**config.mk**
```make
export PLATFORM = sky130hd
export DESIGN_NAME = alusrcb_stage_flat
export DESIGN_NICKNAME = d
export VERILOG_FILES = /design/src/rtl/alusrcb_stage_if.sv /design/src/rtl/alusrcb_stage.sv /design/src/flat_wrapper.sv
export SDC_FILE = /design/constraint.sdc
export NUM_CORES = 1
export LEC_CHECK = 0
export CAP_MARGIN = 20
export CORE_MARGIN = 2
export CORE_UTILIZATION = 30
export DETAILED_ROUTE_END_ITERATION = 16
export PLACE_DENSITY = 0.65
export SLEW_MARGIN = 20
export SYNTH_ARGS = -nofsm -noshare
export SYNTH_HDL_FRONTEND = slang
export SYNTH_SLANG_ARGS = --single-unit
```
**constraint.sdc**
```tcl
create_clock -name clk -period 1.8 [get_ports clk]
set_clock_uncertainty 0.05 [all_clocks]
set_input_delay 0.36 -clock clk [delete_from_list [all_inputs] [get_ports clk]]
set_output_delay 0.36 -clock clk [all_outputs]
set_load 0.02 [all_outputs]
```
**src/rtl/alusrcb_stage_if.sv**
```systemverilog
// Operand-B stage bundle: decode-side inputs, hazard-unit forwarding controls
// and the execute-side operand, store data and illegal-select status.
interface alusrcb_stage_if #(
  parameter int WIDTH = 32,
  parameter int CNT_W = 8
);
  logic             stall_e;
  logic             flush_e;
  logic             valid_d;
  logic [2:0]       alu_src_b_d;
  logic [WIDTH-1:0] imm_ext_d;
  logic [WIDTH-1:0] rd_data2_d;
  logic [1:0]       forward_b_e;
  logic [WIDTH-1:0] alu_result_m;
  logic [WIDTH-1:0] result_w;
  logic             valid_e;
  logic [WIDTH-1:0] src_b_e;
  logic [WIDTH-1:0] write_data_e;
  logic             illegal_sel_e;
  logic [CNT_W-1:0] illegal_cnt;

  modport master (
    output stall_e, flush_e, valid_d, alu_src_b_d, imm_ext_d, rd_data2_d,
           forward_b_e, alu_result_m, result_w,
    input  valid_e, src_b_e, write_data_e, illegal_sel_e, illegal_cnt
  );

  modport slave (
    input  stall_e, flush_e, valid_d, alu_src_b_d, imm_ext_d, rd_data2_d,
           forward_b_e, alu_result_m, result_w,
    output valid_e, src_b_e, write_data_e, illegal_sel_e, illegal_cnt
  );
endinterface

```
**src/rtl/alusrcb_stage.sv**
```systemverilog
// D/E pipeline register for ALU operand B with rs2 forwarding, operand-B
// select mux and a saturating counter of executed undefined select encodings.
module alusrcb_stage #(
  parameter int WIDTH   = 32,
  parameter int CONST_A = 4,
  parameter int CONST_B = 12,
  parameter int CNT_W   = 8
) (
  input  logic           clk,
  input  logic           reset,
  alusrcb_stage_if.slave bus
);

  localparam logic [2:0]       SEL_RS2  = 3'b000;
  localparam logic [2:0]       SEL_IMM  = 3'b010;
  localparam logic [2:0]       SEL_CA   = 3'b100;
  localparam logic [2:0]       SEL_CB   = 3'b110;
  localparam logic [WIDTH-1:0] CONST_AW = WIDTH'(CONST_A);
  localparam logic [WIDTH-1:0] CONST_BW = WIDTH'(CONST_B);
  localparam logic [CNT_W-1:0] CNT_MAX  = {CNT_W{1'b1}};

  logic             valid_q, valid_d;
  logic [2:0]       sel_q, sel_d;
  logic [WIDTH-1:0] imm_q, imm_d;
  logic [WIDTH-1:0] rd2_q, rd2_d;
  logic [CNT_W-1:0] cnt_q, cnt_d;

  logic [WIDTH-1:0] rs2_fwd;
  logic [WIDTH-1:0] src_b;
  logic             illegal_sel;

  // Flush wins over stall: a stalled-and-flushed slot still becomes a bubble.
  always_comb begin
    valid_d = valid_q;
    sel_d   = sel_q;
    imm_d   = imm_q;
    rd2_d   = rd2_q;
    if (bus.flush_e) begin
      valid_d = 1'b0;
      sel_d   = SEL_RS2;
      imm_d   = '0;
      rd2_d   = '0;
    end else if (!bus.stall_e) begin
      valid_d = bus.valid_d;
      sel_d   = bus.alu_src_b_d;
      imm_d   = bus.imm_ext_d;
      rd2_d   = bus.rd_data2_d;
    end
  end

  always_comb begin
    unique case (bus.forward_b_e)
      2'b01:   rs2_fwd = bus.result_w;
      2'b10:   rs2_fwd = bus.alu_result_m;
      default: rs2_fwd = rd2_q;
    endcase
  end

  always_comb begin
    unique case (sel_q)
      SEL_IMM: src_b = imm_q;
      SEL_CA:  src_b = CONST_AW;
      SEL_CB:  src_b = CONST_BW;
      default: src_b = rs2_fwd;
    endcase
  end

  // The four defined encodings are exactly the even ones.
  assign illegal_sel = valid_q & sel_q[0];

  // Counted on the edge the instruction leaves E, so a stall counts it once.
  always_comb begin
    cnt_d = cnt_q;
    if (illegal_sel && !bus.stall_e && (cnt_q != CNT_MAX)) begin
      cnt_d = cnt_q + 1'b1;
    end
  end

  always_ff @(posedge clk) begin
    if (reset) begin
      valid_q <= 1'b0;
      sel_q   <= SEL_RS2;
      imm_q   <= '0;
      rd2_q   <= '0;
      cnt_q   <= '0;
    end else begin
      valid_q <= valid_d;
      sel_q   <= sel_d;
      imm_q   <= imm_d;
      rd2_q   <= rd2_d;
      cnt_q   <= cnt_d;
    end
  end

  assign bus.valid_e       = valid_q;
  assign bus.src_b_e       = src_b;
  assign bus.write_data_e  = rs2_fwd;
  assign bus.illegal_sel_e = illegal_sel;
  assign bus.illegal_cnt   = cnt_q;

endmodule

```
**src/flat_wrapper.sv**
```systemverilog
// flat-port wrapper written by rule: the top's interface ports become plain ports
module alusrcb_stage_flat 
#(
  parameter int WIDTH   = 32,
  parameter int CONST_A = 4,
  parameter int CONST_B = 12,
  parameter int CNT_W   = 8
)
  (clk, reset, bus_stall_e, bus_flush_e, bus_valid_d, bus_alu_src_b_d, bus_imm_ext_d, bus_rd_data2_d, bus_forward_b_e, bus_alu_result_m, bus_result_w, bus_valid_e, bus_src_b_e, bus_write_data_e, bus_illegal_sel_e, bus_illegal_cnt);
  alusrcb_stage_if #(.WIDTH(WIDTH), .CNT_W(CNT_W)) bus_i ();
  input  logic clk;
  input  logic reset;
  input wire logic [$bits(bus_i.stall_e)-1:0] bus_stall_e;
  input wire logic [$bits(bus_i.flush_e)-1:0] bus_flush_e;
  input wire logic [$bits(bus_i.valid_d)-1:0] bus_valid_d;
  input wire logic [$bits(bus_i.alu_src_b_d)-1:0] bus_alu_src_b_d;
  input wire logic [$bits(bus_i.imm_ext_d)-1:0] bus_imm_ext_d;
  input wire logic [$bits(bus_i.rd_data2_d)-1:0] bus_rd_data2_d;
  input wire logic [$bits(bus_i.forward_b_e)-1:0] bus_forward_b_e;
  input wire logic [$bits(bus_i.alu_result_m)-1:0] bus_alu_result_m;
  input wire logic [$bits(bus_i.result_w)-1:0] bus_result_w;
  output wire logic [$bits(bus_i.valid_e)-1:0] bus_valid_e;
  output wire logic [$bits(bus_i.src_b_e)-1:0] bus_src_b_e;
  output wire logic [$bits(bus_i.write_data_e)-1:0] bus_write_data_e;
  output wire logic [$bits(bus_i.illegal_sel_e)-1:0] bus_illegal_sel_e;
  output wire logic [$bits(bus_i.illegal_cnt)-1:0] bus_illegal_cnt;
  assign bus_i.stall_e = bus_stall_e;
  assign bus_i.flush_e = bus_flush_e;
  assign bus_i.valid_d = bus_valid_d;
  assign bus_i.alu_src_b_d = bus_alu_src_b_d;
  assign bus_i.imm_ext_d = bus_imm_ext_d;
  assign bus_i.rd_data2_d = bus_rd_data2_d;
  assign bus_i.forward_b_e = bus_forward_b_e;
  assign bus_i.alu_result_m = bus_alu_result_m;
  assign bus_i.result_w = bus_result_w;
  assign bus_valid_e = bus_i.valid_e;
  assign bus_src_b_e = bus_i.src_b_e;
  assign bus_write_data_e = bus_i.write_data_e;
  assign bus_illegal_sel_e = bus_i.illegal_sel_e;
  assign bus_illegal_cnt = bus_i.illegal_cnt;
  alusrcb_stage #(.WIDTH(WIDTH), .CONST_A(CONST_A), .CONST_B(CONST_B), .CNT_W(CNT_W)) u_core (.clk(clk), .reset(reset), .bus(bus_i));
endmodule
```
Word level (Yosys, flattened, before mapping):

Index checks and enable logic that the tools add are counted.

* register bits: 76
* input bits: 138
* word-level logic and storage cells: 19
* output and inout port bits: 74

* bitwise gates (word level): 1
* reductions and logical operators: 4
* equal/unequal tests: 6
* mux-type cells: 2
* $add $sub $neg: 1

Operators by type and width (count)
* $pmux 32 s3: 1
* $pmux 32 s2: 1
* $add 8x1->8 const B: 1
* $ne 8x8->1 const B: 1
* $eq 3x3->1 const B: 2
* $eq 3x2->1 const B: 1
* $eq 2x1->1 const B: 1
* $eq 2x2->1 const B: 1
* $logic_and 1x1->1: 2
* $reduce_or 2->1: 1
* $and 1x1->1: 1
* $logic_not 1->1: 1

Depth between registers and ports, before layout:

* depth in word-level cells: 3
* depth in mapped cells: 7
* mapped depth without buffers: 5

Least setup slack after synthesis:

No wires, ideal clock.

* path type: in2out
* start: input port bus_forward_b_e[0]
* end: output port bus_src_b_e[3]
* required time: 1390 ps
* arrival: 1829 ps
* buffers on the path: 2
* cell stages on the path: 6
* path slack: -439 ps
* cell sequence: inv_1 > ha_1 > buf_2 > buf_2 > o21ai_0 > o2bb2ai_1

* cells in the longest elaborated chain, start to end: 3
* elaborated cells between the ends (all ways): 4
* those cells by class: eq/ne (2); mux (2)

Ends and longest elaborated chain
* start: declaration: RTL line flat_wrapper.sv:19 `input wire logic [$bits(bus_i.forward_b_e)-1:0] bus_forward_b_e;`
* $eq 2x2->1 / $eq 2x1->1 (equally long branches): RTL line alusrcb_stage.sv:52 `unique case (bus.forward_b_e)`
* $pmux 32 s2 *: RTL line alusrcb_stage.sv:52
* named net bus_write_data_e[3]: RTL line flat_wrapper.sv:24 `output wire logic [$bits(bus_i.write_data_e)-1:0] bus_write_data_e;`
* $pmux 32 s3 *: RTL line alusrcb_stage.sv:60 `unique case (sel_q)`
* end: declaration: RTL line flat_wrapper.sv:23 `output wire logic [$bits(bus_i.src_b_e)-1:0] bus_src_b_e;`

Mark *: on every way through the listed nets, which the timed path passes. The rest lies on a longest branch.

Worst setup path in the final report:

* start: input port bus_forward_b_e[1]
* end: output port bus_src_b_e[13]

* cells in the longest elaborated chain, start to end: 3
* elaborated cells between the ends (all ways): 4
* those cells by class: eq/ne (2); mux (2)

Ends and longest elaborated chain (RTL line)
* $eq 2x2->1 / $eq 2x1->1 (equally long branches): alusrcb_stage.sv:52
* $pmux 32 s2 *: alusrcb_stage.sv:52
* $pmux 32 s3 *: alusrcb_stage.sv:60

Every way passes the cells marked *; elsewhere a longest branch is shown, timed or not.

==> results <==
- Of the available clock period, the critical path in the final layout requires 1.15.
- The run finished, with violations left.
- The worst-margin pin slew is 0.440 ns.
- The initial antenna violation count is 0.
- The number of buffers inserted during clock tree synthesis is 9.
- The post-route DRC violation count is 0.
- Compared with the post-synthesis result, the final layout area differs by 114%.
- In this run, distinct cell masters in the synthesized netlist total 37.
- After detailed placement, the total cell area comes to 6960 um^2.
- The mean number of vias per cell is 4.92.
- The worst register-to-register path begins at u_core.bus.illegal_cnt[0].
- From left edge to right edge, the die measures 116 um.
- Setup repair after global routing could not meet its margin everywhere.
- The start point of the critical path is bus_forward_b_e[1].
- TritonCTS built the clock tree.
- Setup violations remaining at the end of the flow were counted as 63.
- Across the run, the number of max-cap violations was 0.
- Pin placement for this block handled 212 I/O pins.
- The largest net degree at the start of global routing is 69.
- In this run the static leakage power is 3.58 nW.
- For this configuration, the core starts out at a cell density of 0.303.
- Of all nets on the critical path, the largest fanout is 7.
- The number of global-route vias before repair is 4,335.
- For this run, the total global-route usage over all layers was measured as 0.225.
- The worst setup path is of the in2out kind.
- The die covers 13,500 um^2.
- The CTS clock-pin slew for the worst setup and hold paths is 0.06 ns.
- The antenna diode count is 0.
- Across all hold checks on the routed design, the worst slack comes to 0.451 ns.
- Routability-driven placement finished with a final weighted congestion of 0.819.
- The worst reg2reg path endpoint is u_core.bus.illegal_cnt[0].
- The mean post-synth cell area is 8.90 um^2.
- The total global routing overflow is 0.
- The total vias in the final route is 4,171.
- For this block, the initial DRC count from the detailed router was 230.
- OpenSTA, run right after detailed placement, puts the worst setup slack at -1.06 ns.
- The final hold violation count is 0.
- The fraction of final layout cells sized beyond drive strength 1 is 0.399.
- The maximum ir drop on the vdd rail is 0.000377 V.
- The standard cell core area is 12,500 um^2.
- The average wire per cell in the routed design is 18.0 um.
- The arrival time of data at the critical path endpoint is 1.66 ns.
- The number of flip-flops and latches in the synthesized netlist is 76.
- Counting flops with an async set or reset pin after synthesis yields a share of 0.
- The insertion delay of the later-clocked pin in the worst-skew pair is 0.33 ns.
- The most frequently used flop master after synthesis is sky130_fd_sc_hd__dfxtp_1.
- The share of the yosys chip area belonging to registers is 0.402.
- The slack of the worst reg-to-reg path is 0.25 ns.
- Counting flops with a built-in enable in the synthesized netlist gives 0.
- The core occupancy in the finished layout is 0.648.
- The final critical-path setup slack is -0.274 ns.
- The detail route stage leaves a number of antenna-violating nets equal to 0.
- The count of pins over their slew limit was 0.
- For the worst flop-to-flop path, the logic depth is 4.
- The timing endpoint of the critical path is bus_src_b_e[13].
- The cell area power density is 659 nW/um^2.
- The checks that failed: setup timing.
- The highest attainable clock frequency is 482 MHz.
- The worst hold path belongs to the class reg2reg.
- The root buffer cell chosen for the clock tree is sky130_fd_sc_hd__clkbuf_16.
- In this run the most critical hold path is launched from u_core.imm_q[25].
- The number of standard-cell rows in the floorplan is 41.
- In this run the tool buffered the top-level ports with 211 buffer cells.
- The die is 116 um tall.
- Wires add up to 15,300 um.
- For this design, the CTS-stage hold fixing added 0 buffers.
- The total number of H-tree levels is 3.
- The cell count after synthesis came out at 425.
- The clock sink count is 76.
- The relative slew slack is 0.707.
- The longest clock path from root to sink contains 2 buffers.
- STA classifies the critical path endpoint as an output pin.
- In the final design database the tool counted 812 nets.
- During synthesis, Yosys emitted a total of 0 warnings.
- The cell area after layout is 8080 um^2.
- Counting every net in the synthesized netlist gives 566.
- The first global-routing pass estimated 23,200 um of wire.
- The minimum period implied by the final worst setup slack is 2.07 ns.
- Detailed placement ended at an HPWL of 10,400 um.
- The data required time at the worst endpoint is 1.39 ns.
- The post-synthesis instance area is 3780 um^2.
- Before antenna repair, the detailed router went through 4 iterations.
- The worst setup path is launched from an input port.
[worst min-delay path by stage]
stage | endpoint | slack [ns] | depth (start not counted)
floorplan | u_core.rd2_q[0] | 0.41 | 2
global placement | u_core.rd2_q[15] | 0.42 | 2
detailed placement | u_core.imm_q[25] | 0.44 | 2
CTS | u_core.imm_q[25] | 0.45 | 2
global route | u_core.imm_q[18] | 0.49 | 2
finish | u_core.imm_q[25] | 0.45 | 2
[critical path, stage by stage]
cell and delay, ns:
sky130_fd_sc_hd__buf_6 0.09, sky130_fd_sc_hd__buf_6 0.11, sky130_fd_sc_hd__ha_4 0.30, sky130_fd_sc_hd__buf_12 0.16
sky130_fd_sc_hd__buf_12 0.14, sky130_fd_sc_hd__nand2_2 0.08, sky130_fd_sc_hd__o21ai_4 0.07, sky130_fd_sc_hd__a22o_4 0.22
sky130_fd_sc_hd__buf_6 0.13
[cells by family (layout without fill, tap and decap cells)]
| kind of cell | Yosys count | in the layout | synth area share |
|---|---|---|---|
| and+or+nand+nor | 126 | 126 | 0.139 |
| AOI/OAI and AO/OA | 110 | 110 | 0.210 |
| DFF | 76 | 76 | 0.402 |
| muxes | 70 | 70 | 0.187 |
| buffers and inverters | 40 | 290 | 0.0526 |
| adders and majority gates | 3 | 3 | 0.00993 |
[per-stage QoR]
stage | power [mW] | setup TNS [ns] | std cells
floorplan | 2.53 | -0.125 | 425
global placement | 3.24 | -61.31 | 806
detailed placement | 3.25 | -61.44 | 806
CTS | 5.40 | -12.37 | 846
global route | 5.55 | -12.69 | 847
finish | 5.33 | -10.61 | 847
[routing by layer]
metal / GRT usage / wire (um) / part of all wire / vias up
met4: 0.0730 / 290 / 0.019 / 0
met3: 0.0581 / 1050 / 0.068 / 23
met2: 0.393 / 7700 / 0.50 / 156
li1: - / - / - / 2024
met5: 0 / 0 / 0 / -
met1: 0.269 / 6250 / 0.41 / 1968
[Yosys cell counts, types with 4 or more instances]
master / count / area share
sky130_fd_sc_hd__a22oi_1: 32 / 0.064
sky130_fd_sc_hd__a211oi_1: 4 / 0.0079
sky130_fd_sc_hd__buf_4: 4 / 0.0079
sky130_fd_sc_hd__dfxtp_1: 76 / 0.40
sky130_fd_sc_hd__o21ai_1: 29 / 0.038
sky130_fd_sc_hd__mux2i_1: 69 / 0.18
sky130_fd_sc_hd__buf_2: 25 / 0.033
sky130_fd_sc_hd__nor2_1: 75 / 0.074
sky130_fd_sc_hd__nand2_1: 34 / 0.034
sky130_fd_sc_hd__clkbuf_1: 4 / 0.0040
sky130_fd_sc_hd__a22o_1: 30 / 0.069
[state kept, by name, indices dropped and copies added (netlist names)]
name and flops:
u_core.rd2_q 32, u_core.bus.illegal_cnt 8, u_core.sel_q 3, u_core.imm_q 32, u_core.bus.valid_e 1
[repair_timing]
| action | CTS | global route |
|---|---|---|
| endpoints found under the setup margin | 67 | 70 |
| buffers inserted | 16 | 11 |
| gates cloned | 9 | 0 |
| pin swaps | 26 | 31 |
| gates resized for setup | 468 | 52 |
| endpoints found under the hold margin | 0 | 0 |
[placed cells by master (no fill, tap or decap), types with 4 or more instances in the layout]
cell / instances
sky130_fd_sc_hd__nor2_1: 74
sky130_fd_sc_hd__nand2_1: 4
sky130_fd_sc_hd__mux2i_1: 69
sky130_fd_sc_hd__a22o_4: 26
sky130_fd_sc_hd__buf_8: 4
sky130_fd_sc_hd__buf_4: 16
sky130_fd_sc_hd__dlymetal6s2s_1: 6
sky130_fd_sc_hd__nand2_4: 18
sky130_fd_sc_hd__clkdlybuf4s50_1: 135
sky130_fd_sc_hd__dfxtp_1: 76
sky130_fd_sc_hd__o21ai_4: 31
sky130_fd_sc_hd__buf_6: 84
sky130_fd_sc_hd__a211oi_1: 4
sky130_fd_sc_hd__buf_12: 20
sky130_fd_sc_hd__a22oi_2: 32
sky130_fd_sc_hd__clkbuf_16: 9
sky130_fd_sc_hd__nand2_2: 12
sky130_fd_sc_hd__a22o_1: 4
[power breakdown]
group          switching (mW)  internal [mW]
logic                   0.768           1.01
clock network           0.670           1.10
registers              0.0417           1.73
[cell type report]
cell class | instances | area, um^2
clock buffers | 13 | 250
clock inverters | 2 | 35.0
fillers | 944 | 4380
inverters | 3 | 11.3
multi-input cells | 309 | 3000
flip-flops and latches | 76 | 1520
well taps | 172 | 215
repair buffers | 272 | 3040
Power figures use the tool's default switching activity.
